`config.mk`:
```
export PLATFORM = sky130hd
export DESIGN_NAME = instr_mem_arbiter
export DESIGN_NICKNAME = d
export VERILOG_FILES = /design/src/rtl/arbiter_pkg.sv /design/src/rtl/rr_priority_encoder.sv /design/src/rtl/instr_mem_arbiter.sv
export SDC_FILE = /design/constraint.sdc
export NUM_CORES = 1
export LEC_CHECK = 0
export BUFFER_PORTS_ARGS = -buffer_cell sky130_fd_sc_hd__buf_2
export CAP_MARGIN = 10
export CORE_MARGIN = 2
export CORE_UTILIZATION = 25
export CTS_CLUSTER_SIZE = 40
export DETAILED_ROUTE_END_ITERATION = 6
export GPL_TIMING_DRIVEN = 0
export HOLD_SLACK_MARGIN = 0.03
export PLACE_DENSITY = 0.5
export SYNTH_ARGS = -nofsm -noshare
export SYNTH_HDL_FRONTEND = slang
export SYNTH_HIERARCHICAL = 1
export SYNTH_SLANG_ARGS = --single-unit
export TNS_END_PERCENT = 20
```
`constraint.sdc`:
```
create_clock -name clk -period 2.6 [get_ports clk]
set_input_delay 0.13 -clock clk [delete_from_list [all_inputs] [get_ports clk]]
set_output_delay 0.13 -clock clk [all_outputs]
set_load 0.03 [all_outputs]
```
`src/rtl/arbiter_pkg.sv`:
```
// ============================================================================
//  Module  : arbiter_pkg
//  Purpose : Shared constants, width helper and request-vector type macro for
//            the instruction-memory arbiter.
//  Rev     : 1.0  initial release
// ============================================================================
`default_nettype none

// Request vector type sized by the instantiating module's requester count.
`define ARB_REQ_VEC_T(n) logic [(n)-1:0]

package arbiter_pkg;

   // Cycles from a grant to the matching read word on req_data.
   localparam int c_GRANT_DATA_LAT = 1;

   function automatic int clog2_min1(input int n);
      for (int w = 1; w < 32; w++) begin
         if ((1 << w) >= n) return w;
      end
      return 32;
   endfunction

endpackage

`default_nettype wire

```
`src/rtl/rr_priority_encoder.sv`:
```
// ============================================================================
//  Module  : rr_priority_encoder
//  Purpose : Combinational round-robin picker: first eligible bit at or after
//            rr_ptr, wrapping, using a double-width masked search.
//  Rev     : 1.0  initial release
// ============================================================================
`default_nettype none

module rr_priority_encoder
   import arbiter_pkg::*;
#(
   parameter int NUM_REQ = 4,
   parameter int PTR_W   = clog2_min1(NUM_REQ)
) (
   input  logic [NUM_REQ-1:0] elig,
   input  logic [PTR_W-1:0]   rr_ptr,
   output logic               any,
   output logic [PTR_W-1:0]   winner_idx,
   output logic [NUM_REQ-1:0] winner_onehot
);

   logic [NUM_REQ-1:0]   w_mask;
   logic [2*NUM_REQ-1:0] w_dbl;
   logic                 w_found;

   // Lower copy keeps only bits at/after rr_ptr; upper copy supplies the wrap.
   always_comb begin
      for (int i = 0; i < NUM_REQ; i++) begin
         w_mask[i] = (i >= int'(rr_ptr));
      end
      w_dbl = {elig, elig & w_mask};
   end

   always_comb begin
      any           = |elig;
      winner_idx    = '0;
      winner_onehot = '0;
      w_found       = 1'b0;
      for (int i = 0; i < 2*NUM_REQ; i++) begin
         if (!w_found && w_dbl[i]) begin
            w_found    = 1'b1;
            winner_idx = (i >= NUM_REQ) ? PTR_W'(i - NUM_REQ) : PTR_W'(i);
         end
      end
      if (any) winner_onehot = NUM_REQ'(1) << winner_idx;
   end

endmodule

`default_nettype wire

```
`src/rtl/instr_mem_arbiter.sv`:
```
// ============================================================================
//  Module  : instr_mem_arbiter
//  Purpose : Round-robin sharing of one 1-cycle-latency instruction BRAM among
//            NUM_REQ fetch ports. Optional counters under ARB_STATS_EN.
//  Rev     : 1.0  initial release
// ============================================================================
`default_nettype none

module instr_mem_arbiter
   import arbiter_pkg::*;
#(
   parameter int NUM_REQ           = 4,
   parameter int MEMORY_WIDTH      = 16,
   parameter int MEMORY_ADDR_WIDTH = 11
`ifdef ARB_STATS_EN
   ,
   parameter int STAT_WIDTH        = 32
`endif
) (
   input  logic                                 clk,
   input  logic                                 reset,
   input  logic [NUM_REQ-1:0]                   req_valid,
   input  logic [NUM_REQ*MEMORY_ADDR_WIDTH-1:0] req_addr,
   output logic [NUM_REQ-1:0]                   req_ready,
   output logic [MEMORY_WIDTH-1:0]              req_data,
   output logic [NUM_REQ-1:0]                   req_data_own,
   output logic                                 bram_en,
   output logic [MEMORY_ADDR_WIDTH-1:0]         bram_addr,
   input  logic [MEMORY_WIDTH-1:0]              bram_rdata
`ifdef ARB_STATS_EN
   ,
   output logic [STAT_WIDTH-1:0]                stat_grants,
   output logic [STAT_WIDTH-1:0]                stat_stalls
`endif
);

   localparam int c_PTR_W = clog2_min1(NUM_REQ);

   logic [c_PTR_W-1:0]           r_rr_ptr;
   `ARB_REQ_VEC_T(NUM_REQ)       r_lockout;
   `ARB_REQ_VEC_T(NUM_REQ)       r_own;
   logic [MEMORY_ADDR_WIDTH-1:0] r_last_addr;

   `ARB_REQ_VEC_T(NUM_REQ)       w_elig;
   `ARB_REQ_VEC_T(NUM_REQ)       w_onehot;
   logic                         w_any;
   logic                         w_grant;
   logic [c_PTR_W-1:0]           w_idx;
   logic [c_PTR_W-1:0]           w_rr_next;

   rr_priority_encoder #(
      .NUM_REQ (NUM_REQ),
      .PTR_W   (c_PTR_W)
   ) u_rr_pe (
      .elig          (w_elig),
      .rr_ptr        (r_rr_ptr),
      .any           (w_any),
      .winner_idx    (w_idx),
      .winner_onehot (w_onehot)
   );

   always_comb begin
      w_elig       = req_valid & ~r_lockout;
      w_grant      = w_any & ~reset;
      w_rr_next    = (w_idx == c_PTR_W'(NUM_REQ-1)) ? '0 : w_idx + 1'b1;
      req_ready    = w_grant ? w_onehot : '0;
      bram_en      = w_grant;
      bram_addr    = w_grant ? req_addr[int'(w_idx)*MEMORY_ADDR_WIDTH +: MEMORY_ADDR_WIDTH]
                             : r_last_addr;
      req_data     = bram_rdata;
      // A fetch granted just before reset must not be claimed during reset.
      req_data_own = reset ? '0 : r_own;
   end

   always_ff @(posedge clk) begin
      if (reset) begin
         r_rr_ptr    <= '0;
         r_lockout   <= '0;
         r_own       <= '0;
         r_last_addr <= '0;
      end else if (w_grant) begin
         r_rr_ptr    <= w_rr_next;
         r_lockout   <= w_onehot;
         r_own       <= w_onehot;
         r_last_addr <= bram_addr;
      end else begin
         r_lockout   <= '0;
         r_own       <= '0;
      end
   end

`ifdef ARB_STATS_EN
   logic [STAT_WIDTH-1:0] r_stat_grants;
   logic [STAT_WIDTH-1:0] r_stat_stalls;

   always_ff @(posedge clk) begin
      if (reset) begin
         r_stat_grants <= '0;
         r_stat_stalls <= '0;
      end else begin
         if (w_grant && (r_stat_grants != '1)) r_stat_grants <= r_stat_grants + 1'b1;
         if (($countones(w_elig) > 1) && (r_stat_stalls != '1))
            r_stat_stalls <= r_stat_stalls + 1'b1;
      end
   end

   assign stat_grants = r_stat_grants;
   assign stat_stalls = r_stat_stalls;
`endif

endmodule

`default_nettype wire

```
**After elaboration in Yosys (flattened, before gate mapping)**

Index checks and enable logic that the tools add are counted.

- Register bits: 17
- Output and inout bits: 36
- Word-level logic and storage cells: 50

- Add/sub/neg operators: 1
- Multipliers: 1
- Order comparisons: 3
- Equal/unequal tests: 1
- Shift operators: 2
- Muxes and demuxes: 19
- Bitwise operators: 5
- Reductions and logical operators: 15

Operator list:

| kind | number |
|---|---|
| variable part select 44 x 7 -> 11 bit | 1 |
| two-way mux 2 bit | 7 |
| two-way mux 4 bit | 3 |
| two-way mux 11 bit | 1 |
| bitwise AND 4 bit | 2 |
| two-way mux 1 bit | 8 |
| logical AND 1 bit | 7 |
| zero test 1 bit | 7 |
| multiplier 2 x 4 -> 6 bit (second input constant) | 1 |
| greater-or-equal comparator 1 x 2 -> 1 bit (first input constant) | 2 |
| NOT 4 bit | 1 |
| OR reduction 4 bit | 1 |
| << shifter 1 x 2 -> 4 bit (first input constant) | 1 |
| adder 2 x 1 -> 2 bit (second input constant) | 1 |
| == test 2 bit (second input constant) | 1 |
| greater-or-equal comparator 2 bit (first input constant) | 1 |
| bitwise AND 1 bit | 1 |
| NOT 1 bit | 1 |

**Depth between registers and ports, before layout**

Gate-level depths: netlist (run 1).

- Word-level depth: 28
- Gate-level depth with buffers: 9
- Depth with buffers taken out: 7

**Modules after synthesis**

The synthesis (run 1) kept the hierarchy.

By module, submodules not included:

| module | times used | cells each | area an instance (µm²) | sequential area each (µm²) |
|---|---|---|---|---|
| instr_mem_arbiter | 1 | 136 | 1358.8 | 340.3 |
| rr_priority_encoder | 1 | 32 | 201.4 | 0.0 |

**Least setup slack after synthesis (run 1)**

Ideal clock, no wire load.

- Path kind: register to output
- Start: reg r_rr_ptr[1]
- End: out bram_addr[10]
- Arrival: 2339 ps
- Data required time: 2470 ps
- Setup slack: 131 ps
- Stages on the path, launching flop included: 9
- Buffers on the path: 3
- Cells stage by stage: dfxtp_1 buf_6 mux2i_1 nor2_1 a311oi_1 buf_4 buf_6 mux2i_1 a222oi_1

- Word-level cells in the longest chain between the ends: 27
- Elaborated cells between the ends (all ways): 35

RTL lines:

| item | RTL line | source |
|---|---|---|
| from (decl) | instr_mem_arbiter.sv:39 | `logic [c_PTR_W-1:0] r_rr_ptr;` |
| from (signal assigned) | instr_mem_arbiter.sv:82 | `r_rr_ptr <= w_rr_next;` |
| greater-or-equal comparator 1 x 2 -> 1 bit | rr_priority_encoder.sv:29 | `w_mask[i] = (i >= int'(rr_ptr));` |
| bitwise AND 4 bit (*) | rr_priority_encoder.sv:31 | `w_dbl = {elig, elig & w_mask};` |
| two-way mux 1 bit | rr_priority_encoder.sv:40 | `if (!w_found && w_dbl[i]) begin` |
| zero test 1 bit | rr_priority_encoder.sv:40 |  |
| logical AND 1 bit | rr_priority_encoder.sv:40 |  |
| two-way mux 1 bit | rr_priority_encoder.sv:40 |  |
| zero test 1 bit | rr_priority_encoder.sv:40 |  |
| logical AND 1 bit | rr_priority_encoder.sv:40 |  |
| [12 not listed] | -- |  |
| two-way mux 1 bit | rr_priority_encoder.sv:40 |  |
| zero test 1 bit | rr_priority_encoder.sv:40 |  |
| logical AND 1 bit | rr_priority_encoder.sv:40 |  |
| two-way mux 2 bit (*) | rr_priority_encoder.sv:40 |  |
| net w_idx[0] | instr_mem_arbiter.sv:48 | `logic [c_PTR_W-1:0] w_idx;` |
| multiplier 2 x 4 -> 6 bit (*) | instr_mem_arbiter.sv:68 | `bram_addr = w_grant ? req_addr[int'(w_idx)*MEMORY_ADDR_WIDTH +: MEMORY_ADDR_WIDTH]` |
| variable part select 44 x 7 -> 11 bit (*) | instr_mem_arbiter.sv:68 |  |
| two-way mux 11 bit (*) | instr_mem_arbiter.sv:68 |  |
| to (decl) | instr_mem_arbiter.sv:28 | `output logic [MEMORY_ADDR_WIDTH-1:0] bram_addr,` |

The timed path passes the listed nets; every way through them passes the cells marked *.

==> results.yml, run 1 <==
status:
  outcome: "complete, no violations"
place:
  dp_slack_ns: 0.131
  dp_hpwl_um: 3410
  place.gp.congestion: 0.737
  place_area_um2: 2070
  portBuffers: 84
cells_and_area:
  multi_input_area_um2: 943
  seqCellArea_um2: 342
  finalInstanceArea_um2: 2210
  n_antenna_cell: 0
  final_layout_size_suffix_gt1_share_pct: 55.2
  layout.nets: 327
  area_growth_pct: 41.5
  fillCellCount: 622
synth:
  synthArstFlopShare_pct: 0
  synth_warnings: 6
  synthMostInstantiatedCell: "mux2i_1"
  ys.flop_type: "dfxtp_1"
  ys_seq_area_share_pct: 21.8
  synth_area_leaders: "dfxtp_1 22%, mux2i_1 15%, buf_4 9.6%"
  synthTopCellsByCount: "24 x mux2i_1, 20 x buf_4, 17 x dfxtp_1"
  yosysTopAreaCell: "dfxtp_1"
  synth-seq-cells: 17
  synth_edf_count: 0
  synth_cell_type_count: 31
  synth.net_count: 235
  synth.avg_cell_area_um2: 9.29
  netlist_area_um2: 1560
  synth_top_area_share_pct: 21.8
  netlist_instances: 168
die:
  die_area_um2: 6890
  fp.dieW_um: 83
  chipHeight_um: 83
  pin_count: 102
  rows: 28
  fp.coreArea_um2: 5990
  start_util_pct: 26.0
timing:
  slew_headroom_pct: 71.3
  fin_hold_ws_ns: 0.180
  setup_viol: 0
  slew_violations: 0
  finalCritPeriodShare_pct: 95.0
  maxClockFrequency_ghz: 0.405
  skew_ns: 0.00331
  max_slew.worst_pin.slew_ns: 0.431
  hold_violations: 0
  period_needed_ns: 2.47
  setup_slack_ns: 0.130
cts:
  cts_sinks: 17
  holdBufCountCts: 0
  cts_buffers: 3
  clockRootBuffer: "clkbuf_8"
  cts_tree: "done"
  clockBufferDepth: 2
  cts.clk_slew.worst_paths_ns: 0.07
  htree_levels: 1
  clkLatencyLatePin_ns: 0.26
global_route:
  antenna_found_initial: 0
  grt_use_total_pct: 12.4
  grt_overflow: 0
  grt_pass1_wl_um: 7130
  grt_pass1_vias: 1522
  grt_max_degree: 11
run:
  maxCapViolations: 0
routing:
  drt_iter0_markers: 90
  postRouteAntennaNets: 0
  vias: 1595
  first_pass_iters: 7
  drc: 0
  avgViaCountPerCell: 4.78
  wl_per_cell_um: 13.6
  drt_wl_total_um: 4530
critical_path:
  timing.rr.end: "r_last_addr[3]"
  startpoint_type: "flip-flop"
  cp.arrival_ns: 2.34
  ff2ff_path_depth: 9
  crit_fanout: 10
  critPathCaptureType: "output port"
  worstPathCellList: "nor2b_1, clkbuf_4, a21oi_1, o21ai_0, o2bb2a_2, and3b_4, buf_6, a222oi_1, buf_4"
  critPathRequiredTime_ns: 2.47
  slowest_delay_ns: 0.38
  slowest_stage: "a222oi_1"
  crit_type: "flip-flop to output port"
  r2r_slack_ns: 0.74
  rr_startpoint: "r_own[0]"
power_and_ir_drop:
  leakagePower_nw: 1.11
  power-per-cell-area_nw_per_um2: 678
  ir_worst_vdd_uv: 254
worst_hold_path:
  holdPathEnd: "r_rr_ptr[0]"
  hp-class: "input pin to flip-flop"
  hp-start: "reset"
  holdPathStages: 2
## per-layer routing
metal | part of all wire (%) | wire, µm | global-route usage, % | vias up
met1 | 42 | 1910 | 15.6 | 720
met3 | 8.4 | 379 | 3.58 | 6
li1 | - | - | - | 788
met2 | 48 | 2180 | 20.7 | 81
met4 | 1.3 | 57 | 3.58 | 0
met5 | 0 | 0 | 0 | -
## report_power, final
group | internal, mW | leakage (nW) | switching, mW
registers | 0.311 | 0.142 | 0.0330
clock network | 0.107 | 0.0255 | 0.0986
logic | 0.431 | 0.944 | 0.517
total | 0.849 | 1.11 | 0.649
## final cells by class
type / instances / share of cell area [%]
Timing Repair Buffer: 88 / 21.3
Inverter: 15 / 2.55
Clock buffer: 3 / 1.87
Multi-Input combinational cell: 105 / 42.7
Buffer: 30 / 11.6
Clock inverter: 1 / 0.227
Tap cell: 75 / 4.25
Sequential cell: 17 / 15.5
## cells in the final DEF, fill, tap and decap left out, drive strengths merged
cell | netlist | final
a21oi | 6 | 6
a221oi | 11 | 11
a222oi | 11 | 11
o21ai | 3 | 3
nor2 | 5 | 5
nor3b | 1 | 1
ha | 1 | 1
o221a | 2 | 2
a21boi | 1 | 1
nand2b | 3 | 3
and3b | 1 | 1
nand2 | 1 | 1
o21bai | 12 | 12
a311oi | 1 | 1
or3b | 1 | 1
buf | 29 | 116
mux2i | 24 | 24
clkbuf | 2 | 5
o2bb2ai | 1 | 1
and2 | 9 | 9
clkinv | 0 | 1
o2bb2a | 1 | 1
inv | 15 | 15
nor2b | 8 | 8
dfxtp | 17 | 17
and2b | 1 | 1
a22o | 1 | 1
## sequential cells by signal, summed over array words and instances, names as in the netlist
| name | count |
|---|---|
| r_rr_ptr | 2 |
| r_own | 4 |
| r_last_addr | 11 |
## critical path, delay by kind of cell (launching register included)
kind / cells / cell delay, ns
AO/OA/AOI/OAI: 4 / 0.85
buffers and inverters: 3 / 0.60
AND/OR/NAND/NOR: 2 / 0.32
flip-flops: 1 / 0.31
## how the worst max path moves through the flow
stage	startpoint	end	slack, ns	cells after the start
detailed placement	r_own[3]	bram_addr[9]	0.13	8
CTS	r_rr_ptr[1]	bram_addr[9]	0.007	9
floorplan	r_rr_ptr[1]	bram_addr[10]	0.13	8
global placement	r_own[3]	bram_addr[9]	0.09	8
global route	r_own[0]	bram_addr[10]	-0.009	10
finish	r_own[0]	bram_addr[9]	0.13	9
## timing repair
action,4_1_cts,5_1_grt
endpoints found under the setup margin,11,11
gates resized for setup,5,15
pin swaps,1,6
buffers inserted,2,2
## logic make-up (layout without fill, tap and decap cells)
| group | after synthesis | in the layout | synth area share [%] |
|---|---|---|---|
| AOI/OAI and AO/OA | 50 | 50 | 29.8 |
| buffers and inverters | 46 | 137 | 19.2 |
| and+or+nand+nor | 30 | 30 | 13.1 |
| muxes | 24 | 24 | 15.4 |
| DFF | 17 | 17 | 21.8 |
| adders and majority gates | 1 | 1 | 0.802 |
## through the flow
step | total power, mW | instances | setup TNS [ns] | utilization (%)
2_1_floorplan | 1.01 | 168 | 0 | -
3_3_place_gp | 1.22 | 327 | 0 | 34.6
3_5_place_dp | 1.22 | 327 | 0 | 34.6
5_1_grt | 1.60 | 334 | -0.00953 | 36.9
6_report | 1.50 | 334 | 0 | 36.9
4_1_cts | 1.47 | 333 | 0 | 36.0
Note: power is estimated with default switching activity, not from simulation.
==> run 2: changes to the inputs <==
--- a/config.mk
+++ b/config.mk
@@ -8,12 +8,12 @@
 export BUFFER_PORTS_ARGS = -buffer_cell sky130_fd_sc_hd__buf_2
 export CAP_MARGIN = 10
 export CORE_MARGIN = 2
-export CORE_UTILIZATION = 25
+export CORE_UTILIZATION = 23
 export CTS_CLUSTER_SIZE = 40
 export DETAILED_ROUTE_END_ITERATION = 6
 export GPL_TIMING_DRIVEN = 0
 export HOLD_SLACK_MARGIN = 0.03
-export PLACE_DENSITY = 0.5
+export PLACE_DENSITY = 0.47
 export SYNTH_ARGS = -nofsm -noshare
 export SYNTH_HDL_FRONTEND = slang
 export SYNTH_HIERARCHICAL = 1
==> run 2 against run 1 <==
Net effect: final cell count is 0.90% higher; power is 1.2% lower; combinational power is 2.5% lower; sequential cell count stayed put; count of clock-buffer cells in the layout stayed put; clock skew hardly changed; non-clock buffer count is 2 lower; critical path type unchanged.
==> results.yml, run 2 (same netlist as run 1, synthesis figures left out) <==
cts:
  cts.clk_slew.worst_paths_ns: 0.07
  holdBufCountCts: 0
  cts_buffers: 3
  clockBufferDepth: 2
  cts_sinks: 17
  htree_levels: 1
  cts_tree: "done"
  clkLatencyLatePin_ns: 0.26
  clockRootBuffer: "clkbuf_8"
timing:
  period_needed_ns: 2.43
  setup_tns_ns: 0
  setup_viol: 0
  finalCritPeriodShare_pct: 93.5
  skew_ns: 0.00371
  slew_headroom_pct: 77.2
  slew_violations: 0
  hold_violations: 0
  setup_slack_ns: 0.170
  rsz0062_at_grt: "false"
  maxClockFrequency_ghz: 0.411
  max_slew.worst_pin.slew_ns: 0.342
critical_path:
  critPathRequiredTime_ns: 2.47
  crit_fanout: 10
  startpoint_type: "flip-flop"
  slowest_stage: "dfxtp_2"
  crit_type: "flip-flop to output port"
  cp.arrival_ns: 2.30
  worstPathCellList: "buf_6, mux2i_2, nor2_1, a311oi_2, buf_4, buf_6, mux2i_1, a222oi_1, buf_4"
  ff2ff_path_depth: 8
  critPathCaptureType: "output port"
  slowest_delay_ns: 0.36
die:
  die_area_um2: 7460
  fp.coreArea_um2: 6680
  chipHeight_um: 86.4
  start_util_pct: 23.4
  fp.dieW_um: 86.4
  pin_count: 102
  rows: 30
cells_and_area:
  final_layout_size_suffix_gt1_share_pct: 54.9
  largest_reg_flops: 11
  layout.nets: 325
  n_antenna_cell: 0
  mostFrequentLayoutCell: "buf_2"
  top_regs: "r_last_addr (11), r_own (4), r_rr_ptr (2)"
  regMostFlops: "r_last_addr"
  area_growth_pct: 40.3
  final_cells: 337
  final_cell_mix: "80 x buf_2, 27 x buf_4, 23 x mux2i_1"
  fillCellCount: 704
  finalInstanceArea_um2: 2190
routing:
  drc: 0
  postRouteAntennaNets: 0
  avgViaCountPerCell: 4.61
  drt_iter0_markers: 84
  drt_wl_total_um: 4510
  vias: 1554
  wl_per_cell_um: 13.4
  first_pass_iters: 7
worst_hold_path:
  holdPathStages: 2
  hp-class: "input pin to flip-flop"
status:
  outcome: "complete, no violations"
place:
  place_area_um2: 2080
  dp_hpwl_um: 3400
  placed_cells: 332
  place.gp.congestion: 0.712
  portBuffers: 84
  dp_slack_ns: 0.255
global_route:
  grt_use_total_pct: 12.0
  grt_pass1_wl_um: 7130
  grt_overflow: 0
  grt_max_degree: 11
  grt_pass1_vias: 1454
  antenna_found_initial: 0
power_and_ir_drop:
  power-per-cell-area_nw_per_um2: 676
  ir_worst_vdd_uv: 348
  leakagePower_nw: 1.09
run:
  maxCapViolations: 0
run 2: cell type report:
class / count / area [µm²] / share of cell area, %
plain buffers: 30 / 253 / 11.5
clock buffers: 3 / 41.3 / 1.89
clock inverters: 1 / 5.00 / 0.229
inverters: 15 / 56.3 / 2.57
multi-input cells: 105 / 941 / 43.0
flip-flops and latches: 17 / 342 / 15.6
well taps: 80 / 100 / 4.57
repair buffers: 86 / 450 / 20.6
run 2: path summary, 6_finish.rpt:
kind                                  start             end  slack (ns)
worst min register to register  r_rr_ptr[1]     r_rr_ptr[1]        0.53
worst min-delay path                  reset     r_rr_ptr[1]        0.18
worst max register to register  r_rr_ptr[1]  r_last_addr[5]        0.68
worst max-delay path            r_rr_ptr[1]    bram_addr[7]        0.17
run 2: power by group:
part	internal [mW]	switching [mW]	total, mW
sequential	0.311	0.0343	0.346
combinational	0.410	0.514	0.924
clock	0.107	0.103	0.210
run 2: metrics by stage:
stage / total power, mW / utilization, % / hold slack [ns]
floorplan: 1.01 / - / 0.374
global placement: 1.22 / 31.1 / 0.463
finish: 1.48 / 32.8 / 0.182
CTS: 1.45 / 32.0 / 0.190
detailed placement: 1.22 / 31.1 / 0.466
global route: 1.59 / 32.8 / 0.191
run 2: what timing repair did:
action | 4_1_cts | 5_1_grt
endpoints found under the setup margin | 8 | 11
gates resized for setup | 2 | 14
buffers inserted | 0 | 2
pin swaps | 0 | 4
run 2: layer usage:
layer | routed length (µm) | vias to the layer above | track usage (%)
met1 | 1940 | 701 | 15.2
met3 | 362 | 2 | 2.76
met5 | 0 | - | 0
met2 | 2190 | 68 | 20.6
met4 | 15 | 0 | 2.70
li1 | - | 783 | -
run 2: critical path: cells and delay by family (launching register included):
kind	cells	cell delay [ns]
AO/OA/AOI/OAI	2	0.51
buffers and inverters	4	0.76
flip-flops	1	0.36
multiplexers	2	0.33
AND/OR/NAND/NOR	1	0.07
==> run 3: changes to the inputs <==
--- a/config.mk
+++ b/config.mk
@@ -8,12 +8,12 @@
 export BUFFER_PORTS_ARGS = -buffer_cell sky130_fd_sc_hd__buf_2
 export CAP_MARGIN = 10
 export CORE_MARGIN = 2
-export CORE_UTILIZATION = 23
+export CORE_UTILIZATION = 43
 export CTS_CLUSTER_SIZE = 40
 export DETAILED_ROUTE_END_ITERATION = 6
 export GPL_TIMING_DRIVEN = 0
 export HOLD_SLACK_MARGIN = 0.03
-export PLACE_DENSITY = 0.47
+export PLACE_DENSITY = 0.8
 export SYNTH_ARGS = -nofsm -noshare
 export SYNTH_HDL_FRONTEND = slang
 export SYNTH_HIERARCHICAL = 1
==> run 3 against run 2 <==
Net effect: sequential cell count stayed put; cell area is 3.4% lower; via count is 1.1% higher; hold slack worse by 0.049 ns; register-to-register slack better by 0.04 ns; fmax is 1.1% lower; power is 6.0% lower; clock skew is 0.00091 ns lower; die area is 45% lower; first-iteration DRC count is 15% lower; count of clock-buffer cells in the layout is 1 higher; critical path depth is 1 higher; largest power group unchanged.
==> results.yml, run 3 (same netlist as run 1, synthesis figures left out) <==
routing:
  drt_wl_total_um: 3970
  drc: 0
  drt_iter0_markers: 71
  wl_met1_um: 1600
  topRoutingLayerUsed: "met4"
  met2_length_um: 1980
  wl_per_cell_um: 13.1
  wl_met3_um: 319
  first_pass_iters: 7
  postRouteAntennaNets: 0
  avgViaCountPerCell: 5.17
  vias: 1571
critical_path:
  crit_type: "flip-flop to output port"
  startpoint_type: "flip-flop"
  critPathRequiredTime_ns: 2.47
  rr_startpoint: "r_own[2]"
  crit_fanout: 10
  critPathCaptureType: "output port"
  crit_start: "r_own[2]"
  cp.arrival_ns: 2.33
place:
  dp_hpwl_um: 3100
  portBuffers: 84
  place.gp.congestion: 0.749
  place_area_um2: 2040
timing:
  period_needed_ns: 2.46
  maxClockFrequency_ghz: 0.407
  skew_ns: 0.00280
  setup_tns_ns: 0
  max_slew.worst_pin.slew_ns: 0.319
  slew_violations: 0
  slew_headroom_pct: 78.1
  rsz0062_at_grt: "false"
  hold_violations: 0
  setup_viol: 0
  finalCritPeriodShare_pct: 94.6
cts:
  cts_buffers: 3
  clockBufferDepth: 2
  cts_tree: "done"
  cts.clk_slew.worst_paths_ns: 0.10
  clockRootBuffer: "clkbuf_4"
  holdBufCountCts: 0
  htree_levels: 1
  cts_sinks: 17
  clkLatencyLatePin_ns: 0.29
cells_and_area:
  largest_reg_flops: 11
  regMostFlops: "r_last_addr"
  fillCellCount: 327
  final_core_utilization_pct: 61.9
  layout.nets: 326
  n_antenna_cell: 0
  final_layout_size_suffix_gt1_share_pct: 53.9
  area_growth_pct: 35.5
  mostFrequentLayoutCell: "buf_2"
  final_cell_mix: "82 x buf_2, 26 x buf_4, 24 x mux2i_1"
  finalInstanceArea_um2: 2110
  top_regs: "r_last_addr (11), r_own (4), r_rr_ptr (2)"
power_and_ir_drop:
  power-per-cell-area_nw_per_um2: 658
  leakagePower_nw: 1.08
  ir_worst_vdd_uv: 303
global_route:
  grt_overflow: 0
  grt_pass1_wl_um: 6030
  grt_max_degree: 11
  antenna_found_initial: 0
  grt_use_total_pct: 18.3
  grt_pass1_vias: 1391
die:
  rows: 21
  pin_count: 102
  fp.dieW_um: 64.2
  die_area_um2: 4130
  chipHeight_um: 64.2
  start_util_pct: 45.7
  fp.coreArea_um2: 3420
status:
  outcome: "complete, no violations"
worst_hold_path:
  hp-start: "reset"
  hp-class: "input pin to flip-flop"
run:
  maxCapViolations: 0
-- run 3: path summary, 6_finish.rpt --
| check | end | slack (ns) | cells after the start |
|---|---|---|---|
| worst min-delay path | r_rr_ptr[0] | 0.13 | 2 |
| worst max-delay path | bram_addr[5] | 0.14 | 10 |
| worst min register to register | r_last_addr[1] | 0.54 | 2 |
| worst max register to register | r_last_addr[10] | 0.72 | 9 |
-- run 3: final cells by class --
class	count	area, µm²	share of cell area, %
Timing Repair Buffer	86	448	21.2
Sequential cell	17	342	16.2
Buffer	31	255	12.1
Inverter	15	56.3	2.66
Clock buffer	4	26.3	1.24
Tap cell	46	57.6	2.72
Multi-Input combinational cell	105	930	44.0
-- run 3: timing repair --
item,CTS,global route
endpoints found under the setup margin,11,10
resized for setup,4,7
buffers inserted,1,1
pin swaps,1,3
-- run 3: critical path, stage by stage, from the launching register on --
cell and delay, ns:
dfxtp_1 0.34, nor2b_1 0.04, clkbuf_2 0.16, nand2b_1 0.09, a21oi_1 0.08, a311oi_2 0.27, buf_4 0.20, buf_12 0.14
mux2i_1 0.10, a222oi_1 0.38, buf_4 0.23
-- run 3: per-layer routing --
layer  vias to the layer above  GRT usage (%)
met2                        73           33.5
met1                       708           20.6
met4                         0           7.45
li1                        782              -
met3                         8           3.35
met5                         -              0
-- run 3: metrics by stage --
stage	power [mW]	instances	worst slack [ns]	hold slack [ns]
global route	1.48	304	0.00310	0.136
global placement	1.19	298	0.265	0.443
CTS	1.37	303	0.0303	0.136
floorplan	1.01	168	0.131	0.374
detailed placement	1.20	298	0.221	0.465
finish	1.39	304	0.142	0.133
-- run 3: report_power, final --
group / leakage [nW] / internal (mW) / switching, mW
Sequential: 0.142 / 0.311 / 0.0309
Clock: 0.0150 / 0.0596 / 0.0848
Combinational: 0.924 / 0.403 / 0.502
Total: 1.08 / 0.773 / 0.618
